**src/rtl/ar_outgoing_request_buffer_if.sv**
```systemverilog
// AR request bundle between the ID-ordering stage, the outgoing
// buffer and the slave-side AR channel.
interface ar_if #(
    parameter int ID_WIDTH    = 4,
    parameter int ADDR_WIDTH  = 32,
    parameter int LEN_WIDTH   = 8,
    parameter int SIZE_WIDTH  = 3,
    parameter int BURST_WIDTH = 2,
    parameter int QOS_WIDTH   = 4
);
    logic                   valid;
    logic                   ready;
    logic [ID_WIDTH-1:0]    id;
    logic [ADDR_WIDTH-1:0]  addr;
    logic [LEN_WIDTH-1:0]   len;
    logic [SIZE_WIDTH-1:0]  size;
    logic [BURST_WIDTH-1:0] burst;
    logic [QOS_WIDTH-1:0]   qos;

    modport sender (
        output valid, id, addr, len, size, burst, qos,
        input  ready
    );

    modport receiver (
        input  valid, id, addr, len, size, burst, qos,
        output ready
    );
endinterface

```
**src/rtl/ar_outgoing_request_buffer.sv**
```systemverilog
// In-order AR FIFO toward the slave; no fall-through, explicit pointer wrap.
// AR_OUTBUF_FULL_PASS_EN: accept a push while full when a pop happens too.
module ar_outgoing_request_buffer #(
    parameter int ID_WIDTH    = 4,
    parameter int ADDR_WIDTH  = 32,
    parameter int LEN_WIDTH   = 8,
    parameter int SIZE_WIDTH  = 3,
    parameter int BURST_WIDTH = 2,
    parameter int QOS_WIDTH   = 4,
    parameter int DEPTH       = 4
) (
    input  logic                       clk,
    input  logic                       rst,
    ar_if.receiver                     ar_in,
    ar_if.sender                       ar_out,
    output logic                       Outcoming_buffer_full,
    output logic [$clog2(DEPTH+1)-1:0] occupancy
);
    localparam int PW = $clog2(DEPTH);
    localparam int OW = $clog2(DEPTH + 1);

    typedef struct packed {
        logic [ID_WIDTH-1:0]    id;
        logic [ADDR_WIDTH-1:0]  addr;
        logic [LEN_WIDTH-1:0]   len;
        logic [SIZE_WIDTH-1:0]  size;
        logic [BURST_WIDTH-1:0] burst;
        logic [QOS_WIDTH-1:0]   qos;
    } ar_req_t;

    ar_req_t        mem_q [DEPTH];
    ar_req_t        wr_d;
    ar_req_t        rd;
    logic [PW-1:0]  wptr_q, wptr_d;
    logic [PW-1:0]  rptr_q, rptr_d;
    logic [OW-1:0]  occ_q, occ_d;
    logic           full;
    logic           push;
    logic           pop;

    assign full = (occ_q == OW'(DEPTH));

    always_ff @(posedge clk or negedge rst) begin
        if (!rst) begin
            wptr_q <= '0;
            rptr_q <= '0;
            occ_q  <= '0;
        end else begin
            wptr_q <= wptr_d;
            rptr_q <= rptr_d;
            occ_q  <= occ_d;
        end
    end

    // Payload storage carries no reset; valid gates its visibility.
    always_ff @(posedge clk) begin
        if (push) mem_q[wptr_q] <= wr_d;
    end

    always_comb begin
        wr_d.id    = ar_in.id;
        wr_d.addr  = ar_in.addr;
        wr_d.len   = ar_in.len;
        wr_d.size  = ar_in.size;
        wr_d.burst = ar_in.burst;
        wr_d.qos   = ar_in.qos;
        push = ar_in.valid & ar_in.ready;
        pop  = ar_out.valid & ar_out.ready;
        wptr_d = wptr_q;
        rptr_d = rptr_q;
        occ_d  = occ_q;
        // Explicit wrap keeps non power-of-two depths correct.
        if (push)
            wptr_d = (wptr_q == PW'(DEPTH - 1)) ? '0 : wptr_q + 1'b1;
        if (pop)
            rptr_d = (rptr_q == PW'(DEPTH - 1)) ? '0 : rptr_q + 1'b1;
        unique case ({push, pop})
            2'b10:   occ_d = occ_q + 1'b1;
            2'b01:   occ_d = occ_q - 1'b1;
            default: occ_d = occ_q;
        endcase
    end

    always_comb begin
        rd = mem_q[rptr_q];
`ifdef AR_OUTBUF_FULL_PASS_EN
        ar_in.ready = ~full | ar_out.ready;
`else
        ar_in.ready = ~full;
`endif
        ar_out.valid = (occ_q != '0);
        ar_out.id    = rd.id;
        ar_out.addr  = rd.addr;
        ar_out.len   = rd.len;
        ar_out.size  = rd.size;
        ar_out.burst = rd.burst;
        ar_out.qos   = rd.qos;
        Outcoming_buffer_full = full;
        occupancy = occ_q;
    end

    always_ff @(posedge clk) begin
        if (rst) begin
`ifdef AR_OUTBUF_FULL_PASS_EN
            assert (!(push && !pop && full));
`else
            assert (!(push && full));
`endif
            assert (!(pop && occ_q == '0));
        end
    end
endmodule

```
**src/flat_wrapper.sv**
```systemverilog
// flat-port wrapper written by rule: the top's interface ports become plain ports
module ar_outgoing_request_buffer_flat 
#(
    parameter int ID_WIDTH    = 4,
    parameter int ADDR_WIDTH  = 32,
    parameter int LEN_WIDTH   = 8,
    parameter int SIZE_WIDTH  = 3,
    parameter int BURST_WIDTH = 2,
    parameter int QOS_WIDTH   = 4,
    parameter int DEPTH       = 4
)
  (clk, rst, Outcoming_buffer_full, occupancy, ar_in_valid, ar_in_id, ar_in_addr, ar_in_len, ar_in_size, ar_in_burst, ar_in_qos, ar_in_ready, ar_out_valid, ar_out_id, ar_out_addr, ar_out_len, ar_out_size, ar_out_burst, ar_out_qos, ar_out_ready);
  ar_if #(.ID_WIDTH(ID_WIDTH), .ADDR_WIDTH(ADDR_WIDTH), .LEN_WIDTH(LEN_WIDTH), .SIZE_WIDTH(SIZE_WIDTH), .BURST_WIDTH(BURST_WIDTH), .QOS_WIDTH(QOS_WIDTH)) ar_in_i ();
  ar_if #(.ID_WIDTH(ID_WIDTH), .ADDR_WIDTH(ADDR_WIDTH), .LEN_WIDTH(LEN_WIDTH), .SIZE_WIDTH(SIZE_WIDTH), .BURST_WIDTH(BURST_WIDTH), .QOS_WIDTH(QOS_WIDTH)) ar_out_i ();
  input  logic clk;
  input  logic rst;
  output logic Outcoming_buffer_full;
  output logic [$clog2(DEPTH+1)-1:0] occupancy;
  input wire logic [$bits(ar_in_i.valid)-1:0] ar_in_valid;
  input wire logic [$bits(ar_in_i.id)-1:0] ar_in_id;
  input wire logic [$bits(ar_in_i.addr)-1:0] ar_in_addr;
  input wire logic [$bits(ar_in_i.len)-1:0] ar_in_len;
  input wire logic [$bits(ar_in_i.size)-1:0] ar_in_size;
  input wire logic [$bits(ar_in_i.burst)-1:0] ar_in_burst;
  input wire logic [$bits(ar_in_i.qos)-1:0] ar_in_qos;
  output wire logic [$bits(ar_in_i.ready)-1:0] ar_in_ready;
  output wire logic [$bits(ar_out_i.valid)-1:0] ar_out_valid;
  output wire logic [$bits(ar_out_i.id)-1:0] ar_out_id;
  output wire logic [$bits(ar_out_i.addr)-1:0] ar_out_addr;
  output wire logic [$bits(ar_out_i.len)-1:0] ar_out_len;
  output wire logic [$bits(ar_out_i.size)-1:0] ar_out_size;
  output wire logic [$bits(ar_out_i.burst)-1:0] ar_out_burst;
  output wire logic [$bits(ar_out_i.qos)-1:0] ar_out_qos;
  input wire logic [$bits(ar_out_i.ready)-1:0] ar_out_ready;
  assign ar_in_i.valid = ar_in_valid;
  assign ar_in_i.id = ar_in_id;
  assign ar_in_i.addr = ar_in_addr;
  assign ar_in_i.len = ar_in_len;
  assign ar_in_i.size = ar_in_size;
  assign ar_in_i.burst = ar_in_burst;
  assign ar_in_i.qos = ar_in_qos;
  assign ar_in_ready = ar_in_i.ready;
  assign ar_out_valid = ar_out_i.valid;
  assign ar_out_id = ar_out_i.id;
  assign ar_out_addr = ar_out_i.addr;
  assign ar_out_len = ar_out_i.len;
  assign ar_out_size = ar_out_i.size;
  assign ar_out_burst = ar_out_i.burst;
  assign ar_out_qos = ar_out_i.qos;
  assign ar_out_i.ready = ar_out_ready;
  ar_outgoing_request_buffer #(.ID_WIDTH(ID_WIDTH), .ADDR_WIDTH(ADDR_WIDTH), .LEN_WIDTH(LEN_WIDTH), .SIZE_WIDTH(SIZE_WIDTH), .BURST_WIDTH(BURST_WIDTH), .QOS_WIDTH(QOS_WIDTH), .DEPTH(DEPTH)) u_core (.clk(clk), .rst(rst), .ar_in(ar_in_i), .ar_out(ar_out_i), .Outcoming_buffer_full(Outcoming_buffer_full), .occupancy(occupancy));
endmodule
```
**config.mk**
```make
export PLATFORM = sky130hd
export DESIGN_NAME = ar_outgoing_request_buffer_flat
export DESIGN_NICKNAME = d
export VERILOG_FILES = /design/src/rtl/ar_outgoing_request_buffer_if.sv /design/src/rtl/ar_outgoing_request_buffer.sv /design/src/flat_wrapper.sv
export SDC_FILE = /design/constraint.sdc
export NUM_CORES = 1
export LEC_CHECK = 0
export CORE_ASPECT_RATIO = 0.7
export CORE_MARGIN = 4
export CORE_UTILIZATION = 45
export DETAILED_ROUTE_END_ITERATION = 10
export PLACE_DENSITY = 0.75
export SETUP_SLACK_MARGIN = 0.5
export SLEW_MARGIN = 20
export SYNTH_ARGS = -nofsm -noshare
export SYNTH_HDL_FRONTEND = slang
export SYNTH_SLANG_ARGS = --single-unit
```
**constraint.sdc**
```tcl
create_clock -name clk -period 2.4 [get_ports clk]
set_clock_uncertainty 0.1 [all_clocks]
set_input_delay 0.72 -clock clk [delete_from_list [all_inputs] [get_ports clk]]
set_output_delay 0.72 -clock clk [all_outputs]
set_load 0.05 [all_outputs]
```
# --- Word level (Yosys, flattened, before mapping) ---
# Memories as Yosys holds them, arrays and structs flattened.
# Cells that the tools add are included.
# Widths: inputs -> output; s select.
totals:
  mem_bits_rw: 212
  n_memories: 1
  wordCells: 23
  regBits: 7
  output_inout_bits: 59
classes:
  addsub: 4
  n_reduce_logical: 2
  n_eq_ne: 5
  mux: 5
  bitwise_logic: 3
memory_table:
  columns: ["name", "words", "width", "rd", "rd_ports_with_merged_regs", "write_ports", "line_no", "source"]
  rows:
  - ["u_core.mem_q", 4, 53, 1, 0, 1, "ar_outgoing_request_buffer.sv:31", "ar_req_t mem_q [DEPTH];"]
op_table:
  columns: ["op", "count"]
  rows:
  - ["$eq 2x2->1 const B", 3]
  - ["$pmux 3 s2", 1]
  - ["$add 2x1->2 const B", 2]
  - ["$mux 2", 2]
  - ["$add 3x1->3 const B", 1]
  - ["$eq 3x3->1 const B", 1]
  - ["$reduce_bool 3->1", 1]
  - ["$sub 3x1->3 const B", 1]
  - ["$and 1x1->1", 2]
  - ["$eq 2x1->1 const B", 1]
  - ["$mux 1", 2]
  - ["$reduce_bool 2->1", 1]
  - ["$not 1->1", 1]

# --- Depth between registers and ports, before layout ---
# Gate-level depths: netlist (run 1).
depth:
  word_depth: 5
  mapped_depth: 9
  mapped_depth_nobuf: 9

# --- Least setup slack after synthesis (run 1) ---
# OpenSTA, ideal clock, no wires.
synth_path:
  path_type: "register to register"
  start: "reg u_core.occ_q[0], in the netlist u_core.occupancy[0]"
  end: "mem u_core.mem_q[0][0] (netlist bit), enable pin"
  setup_time_ps: 416
  t_arrival_ps: 2384
  t_required_ps: 1884
  synth_period_minus_slack_ps: 2900
  n_path_buf: 1
  stages_incl_launch_ff: 4
  setup_slack_ps: -500
  cell_sequence: "dfrtp_1 or3b_1 buf_6 and3_1"
synth_via:
  elab_chain_cells: 5
synth_lines:
  columns: ["element", "line_no", "source"]
  rows:
  - ["from (decl)", "ar_outgoing_request_buffer.sv:36", "logic [OW-1:0] occ_q, occ_d;"]
  - ["from (signal assigned)", "ar_outgoing_request_buffer.sv:47", "occ_q <= '0;"]
  - ["from (signal assigned)", "ar_outgoing_request_buffer.sv:51", "occ_q <= occ_d;"]
  - ["$eq 3x3->1", "ar_outgoing_request_buffer.sv:41", "assign full = (occ_q == OW'(DEPTH));"]
  - ["$not 1->1", "ar_outgoing_request_buffer.sv:89", "ar_in.ready = ~full;"]
  - ["named net ar_in_ready", "flat_wrapper.sv:26", "output wire logic [$bits(ar_in_i.ready)-1:0] ar_in_ready;"]
  - ["$and 1x1->1", "ar_outgoing_request_buffer.sv:67", "push = ar_in.valid & ar_in.ready;"]
  - ["$mux 1", "ar_outgoing_request_buffer.sv:57", "if (push) mem_q[wptr_q] <= wr_d;"]
  - ["$mux 1 (not written as such)", "ar_outgoing_request_buffer.sv:57", null]
  - ["to (decl)", "ar_outgoing_request_buffer.sv:31", null]
# The timed path passes the listed nets, and every way through them passes these cells.

# --- Final worst setup path (run 1) ---
layout_path:
  start: "reg u_core.rptr_q[0]"
  end: "out ar_out_addr[18]"
layout_via:
  elab_chain_cells: 1
layout_lines:
  columns: ["element", "line_no", "source"]
  rows:
  - ["from (decl)", "ar_outgoing_request_buffer.sv:35", "logic [PW-1:0] rptr_q, rptr_d;"]
  - ["from (signal assigned)", "ar_outgoing_request_buffer.sv:50", "rptr_q <= rptr_d;"]
  - ["$mem_v2 4x53", null, null]
  - ["to (decl)", "flat_wrapper.sv:29", "output wire logic [$bits(ar_out_i.addr)-1:0] ar_out_addr;"]
# No other way between the ends.

==> results.toml, run 1 <==
[placement]
gp_congestion = 0.761
numPortBuffers = 115
dp_cells = 672
post-place-ws_ns = -0.0848
placed_cell_area_mm2 = 0.00969
hpwl_mm = 9.25

[yosys]
ys_ff_latch = 219
ys_seq_area_share_pct = 80.6
syn-cell-area_mm2 = 0.00812
ys_types = 19
syn_nets = 383
avgSynthCellArea_um2 = 25.5
synth_warnings = 0
synth_top_area_share_pct = 78.4
syn_inst = 319
synth_area_leaders = "edfxtp_1, mux4_2, dfrtp_1, buf_6, ha_1"
yosysTopAreaCell = "edfxtp_1"

[cells_and_area]
diodes = 0
num-fill-cells = 1151
finalNetCount = 562
multiInputGateArea_mm2 = 0.00150
syn2layout_area_growth_pct = 37.4
final_cells = 740
final_common_cell = "edfxtp_1"
register_area_mm2 = 0.00655
fin_area_mm2 = 0.0112
drive_above_1_share_pct = 42.6
mostFrequentLayoutCells = "edfxtp_1, buf_6, clkdlybuf4s50_1"

[cts]
ctsHoldBuffers = 0
h-tree-depth = 1
clkLatencyLatePin_ns = 0.49
clkTransAtPathRegs_ns = 0.07
cts_tree = "yes"
numCtsBuffers = 21
clockBufferDepth = 3
clock-root-buffer = "clkbuf_16"
cts_num_sinks = 219

[sta]
slew_headroom_pct = 74.9
rsz0062_at_grt = "true"
hold_viol = 0
min_period_ns = 2.80
drv_slew = 0
fmax_ghz = 0.357
postLayoutSetupSlackWorst_ns = -0.400
finalSetupTns_ns = -17.86
final-setup-viol-count = 53
tightest_slew_ns = 0.375
fin_crit_sh_pct = 117

[floorplanning]
initial_core_util_pct = 46.6
num_rows = 40
die_h_um = 120
dieArea_mm2 = 0.0203
fp.dieW_um = 169
core-area_mm2 = 0.0174
io-pin-count = 116

[critical_path]
path_max_fanout = 5
startpoint_type = "flip-flop"
required_ns = 1.58
crit_path_end_kind = "output port"
crit_family = "buffers and inverters"
cp_num_cells = 4
max_stage_delay_ns = 0.50
r2r_cells = 10
cpMaxStageDelayCell = "dfrtp_4"
crit_type = "flip-flop to output port"
crit_chain = "buf_4 -> buf_12 -> mux4_2 -> buf_6"
crit_buf_inv = 3
arrival_ns = 1.98

[detailed_routing]
vias_per_cell = 5.25
first_pass_iters = 4
drtIter0Drc = 348
ant_nets = 0
num_vias = 3885
drcViolationCount = 0
wl_per_cell_um = 23.3
wl_mm = 17.2

[status]
outcome = "finished with violations"
violations = "setup timing"

[global_route]
grt_pass1_vias = 4149
antenna_found_initial = 0
grt_max_degree = 30
grt.overflow.total = 0
grt_pass1_wl_mm = 23.8
grt_use_total_pct = 15.3

[pwr]
ir_drop_v = 0.00123
power.leakage_uw = 0.00385
p_total_uw = 16200
power.density_mw_per_mm2 = 1460

[worst_hold_path]
min_path_type = "input pin to async pin"

[flow_run]
maxCapViolations = 0
[worst register-to-register path: cells and delay by family, from the launching register on]
kind / cells / cell delay [ns]
and+or+nand+nor: 3 / 0.60
adders and majority gates: 2 / 0.46
DFF: 1 / 0.41
xor gates and xnor gates: 2 / 0.29
buffers and inverters: 3 / 0.27
[flip-flops by register name, summed over array words and instances (netlist names)]
register          count
u_core.rptr_q         2
u_core.mem_q        212
u_core.wptr_q         2
u_core.occupancy      3
[Yosys cell counts]
library cell,number
nor2_1,3
dfrtp_1,7
inv_1,7
edfxtp_1,212
nand2_4,1
xor2_1,2
mux2_4,2
and3_1,4
fa_1,1
nand2_1,2
o21ai_0,1
buf_6,7
ha_1,6
buf_2,6
or3_1,1
mux2_2,2
or3b_1,1
xnor2_1,1
mux4_2,53
[metal layers]
metal / vias up / GRT usage (%) / routed length [um]
met2: 127 / 24.8 / 8520
met5: - / 0 / 0
met1: 2027 / 21.1 / 7200
met3: 24 / 4.38 / 1210
li1: 1707 / - / -
met4: 0 / 3.14 / 301
[timing repair]
| item | in CTS | in global routing |
|---|---|---|
| buffers inserted | 10 | 6 |
| cloned | 1 | 17 |
| pin swaps | 5 | 6 |
| setup endpoints to repair | 61 | 178 |
| gates resized for setup | 98 | 14 |
[worst paths after layout]
| check | from | slack, ns | to |
|---|---|---|---|
| min | rst | 0.41 | u_core.wptr_q[0]$_DFFE_PN0P_ |
| max in group asynchronous | rst | 1.48 | u_core.rptr_q[0]$_DFFE_PN0P_ |
| min reg2reg | u_core.occupancy[2]$_DFFE_PN0P_ | 0.41 | u_core.occupancy[2]$_DFFE_PN0P_ |
| min in group clk | u_core.occupancy[2]$_DFFE_PN0P_ | 0.41 | u_core.occupancy[2]$_DFFE_PN0P_ |
| max reg2reg | u_core.occupancy[1]$_DFFE_PN0P_ | 0.17 | u_core.occupancy[2]$_DFFE_PN0P_ |
| max | u_core.rptr_q[0]$_DFFE_PN0P_ | -0.40 | ar_out_addr[18] |
[cells by family (layout without fill, tap and decap cells)]
| group | after synthesis | after routing | synth area share (%) |
|---|---|---|---|
| simple gates | 12 | 12 | 0.863 |
| mux | 57 | 57 | 15.3 |
| fa+ha+maj | 7 | 7 | 1.17 |
| compound gates | 1 | 1 | 0.0616 |
| buf+inv | 20 | 210 | 1.66 |
| flops | 219 | 219 | 80.6 |
| xor+xnor | 3 | 3 | 0.324 |
[through the flow]
step / utilization (%) / hold WS (ns)
finish: 64.0 / 0.413
global route: 64.0 / 0.420
CTS: 61.4 / 0.403
detailed placement: 55.7 / 0.385
global placement: 55.7 / 0.377
floorplan: - / 0.324
[power by group]
group / internal, uW / total, uW / switching [uW]
Clock: 1740 / 3030 / 1280
Combinational: 3500 / 7950 / 4440
Sequential: 5060 / 5270 / 210
Total: 10300 / 16200 / 5940
[cell type report]
class / count / share of cell area, %
sequential: 219 / 58.7
timing repair buffer: 169 / 19.5
multi-input combinational: 80 / 13.4
clock buffer: 28 / 5.04
tap: 231 / 2.59
clock inverter: 6 / 0.494
inverter: 7 / 0.258
Note: power is estimated with default switching activity, not from simulation.
==> inputs of run 2 (changes only) <==
--- a/config.mk
+++ b/config.mk
@@ -7,9 +7,10 @@
 export LEC_CHECK = 0
 export CORE_ASPECT_RATIO = 0.7
 export CORE_MARGIN = 4
-export CORE_UTILIZATION = 45
+export CORE_UTILIZATION = 49
 export DETAILED_ROUTE_END_ITERATION = 10
-export PLACE_DENSITY = 0.75
+export PLACE_DENSITY = 0.8
+export REMOVE_ABC_BUFFERS = 1
 export SETUP_SLACK_MARGIN = 0.5
 export SLEW_MARGIN = 20
 export SYNTH_ARGS = -nofsm -noshare
==> run 2 against run 1 <==
Effect of this change:
- the flow still finishes with violations (setup timing)
- sequential power hardly changed
- worst setup slack improved by 0.011 ns
- cell count down 1.5%
- combinational power down 3.8%
- register-to-register slack better by 0.03 ns
- count of clock-buffer cells in the layout fell by 5
- critical path depth did not move
- non-clock buffer count is 8 lower
- critical endpoint is now ar_out_addr[9]
- largest cell class unchanged
- highest routed layer is now met5
==> results.toml, run 2 (synthesized netlist as in run 1, its figures left out) <==
[detailed_routing]
vias_per_cell = 5.40
wl_mm = 16.6
num_vias = 3934
drtIter0Drc = 300
wl_per_cell_um = 22.8
drcViolationCount = 0
first_pass_iters = 6
ant_nets = 0

[floorplanning]
io-pin-count = 116
initial_core_util_pct = 49.8
fp.dieW_um = 162
core-area_mm2 = 0.0163
die_h_um = 116
num_rows = 39
dieArea_mm2 = 0.0187

[cts]
clkLatencyLatePin_ns = 0.48
cts_num_sinks = 219
clockBufferDepth = 3
clkTransAtPathRegs_ns = 0.07
h-tree-depth = 1
numCtsBuffers = 21
clock-root-buffer = "clkbuf_16"
cts_tree = "yes"
ctsHoldBuffers = 0

[status]
outcome = "finished with violations"
violations = "setup timing"

[placement]
gp_congestion = 0.707
hpwl_mm = 9.13
post-place-ws_ns = -0.0899
numPortBuffers = 115

[global_route]
grt_use_total_pct = 16.5
grt_max_degree = 30
antenna_found_initial = 1
grt.overflow.total = 0
grt_pass1_wl_mm = 23.6
grt_pass1_vias = 4015

[critical_path]
r2r_start = "u_core.occupancy[0]$_DFFE_PN0P_"
crit_type = "flip-flop to output port"
cpMaxStageDelayCell = "mux4_2"
r2r_end = "u_core.occupancy[2]$_DFFE_PN0P_"
max_stage_delay_ns = 0.55
timing.critical_path.from = "u_core.rptr_q[0]$_DFFE_PN0P_"
crit_top_cell = "buf_12"
crit_chain = "buf_12 -> buf_12 -> mux4_2 -> buf_6"
required_ns = 1.58
r2r_cells = 10
startpoint_type = "flip-flop"
path_max_fanout = 11
ff2ff_setup_slack_ns = 0.20
crit_path_end_kind = "output port"
arrival_ns = 1.97

[cells_and_area]
syn2layout_area_growth_pct = 36.1
largest_register_ffs = 212
num-fill-cells = 1006
finalNetCount = 554
final_util_pct = 67.8
drive_above_1_share_pct = 41.9
top_register = "u_core.mem_q"
mostFrequentLayoutCells = "edfxtp_1, buf_6, clkdlybuf4s50_1"
final_common_cell = "edfxtp_1"
diodes = 0

[pwr]
power.leakage_uw = 0.00380
ir_drop_v = 0.00137
power.density_mw_per_mm2 = 1490

[sta]
drv_slew = 0
final-setup-viol-count = 55
min_period_ns = 2.79
fin_crit_sh_pct = 116
rsz0062_at_grt = "true"
slew_headroom_pct = 76.4
hold_viol = 0
tightest_slew_ns = 0.353
postLayoutSetupSlackWorst_ns = -0.389
fmax_ghz = 0.359

[flow_run]
maxCapViolations = 0

[worst_hold_path]
min_path_type = "input pin to async pin"
run 2: timing repair:
action                     in CTS  in global routing
setup endpoints to repair      61                273
buffers inserted               12                  2
pin swaps                       5                  4
gates cloned                    1                  9
resized for setup              95                 15
run 2: final cells by class:
type / count / area [um^2] / share of cell area [%]
Clock buffer: 23 / 533 / 4.82
Clock inverter: 14 / 208 / 1.88
Inverter: 7 / 28.8 / 0.260
Multi-Input combinational cell: 80 / 1490 / 13.5
Sequential cell: 219 / 6550 / 59.2
Tap cell: 225 / 282 / 2.55
Timing Repair Buffer: 161 / 1960 / 17.8
run 2: stage by stage:
stage               power (uW)  instance area [um^2]  TNS, ns  instances  hold WS [ns]
floorplan                 9620                  8010  -246.01        306         0.324
global placement         11700                  9670  -0.0338        668         0.393
detailed placement       11800                  9670  -0.0899        668         0.420
CTS                      16200                 10800   -19.42        718         0.376
global route             17100                 11100   -21.74        729         0.423
finish                   16400                 11100   -18.25        729         0.405
run 2: worst max-delay path by stage:
stage	cells after the start	slack, ns	to
3_5_place_dp	9	-0.09	u_core.occupancy[2]$_DFFE_PN0P_
4_1_cts	4	-0.40	ar_out_addr[9]
3_3_place_gp	9	-0.03	u_core.occupancy[2]$_DFFE_PN0P_
2_1_floorplan	1	-1.43	ar_out_addr[0]
6_report	4	-0.39	ar_out_addr[9]
5_1_grt	4	-0.46	ar_out_addr[9]
run 2: worst max-delay path: cells and delay by family (launching register included):
kind | cells | cell delay (ns)
DFF | 1 | 0.42
muxes | 1 | 0.55
buffers and inverters | 3 | 0.50
run 2: power breakdown:
| part | internal (uW) | switching (uW) | leakage (uW) |
|---|---|---|---|
| registers | 5050 | 206 | 0.00202 |
| logic | 3290 | 4360 | 0.00143 |
| clock network | 2150 | 1380 | 0.000352 |
run 2: per-layer routing:
| metal | routed length, um | vias to the layer above | GRT usage, % |
|---|---|---|---|
| met3 | 1290 | 23 | 5.23 |
| met4 | 214 | 2 | 3.32 |
| met2 | 7790 | 146 | 26.0 |
| met5 | 12 | - | 0 |
| met1 | 7300 | 2068 | 23.2 |
| li1 | - | 1695 | - |
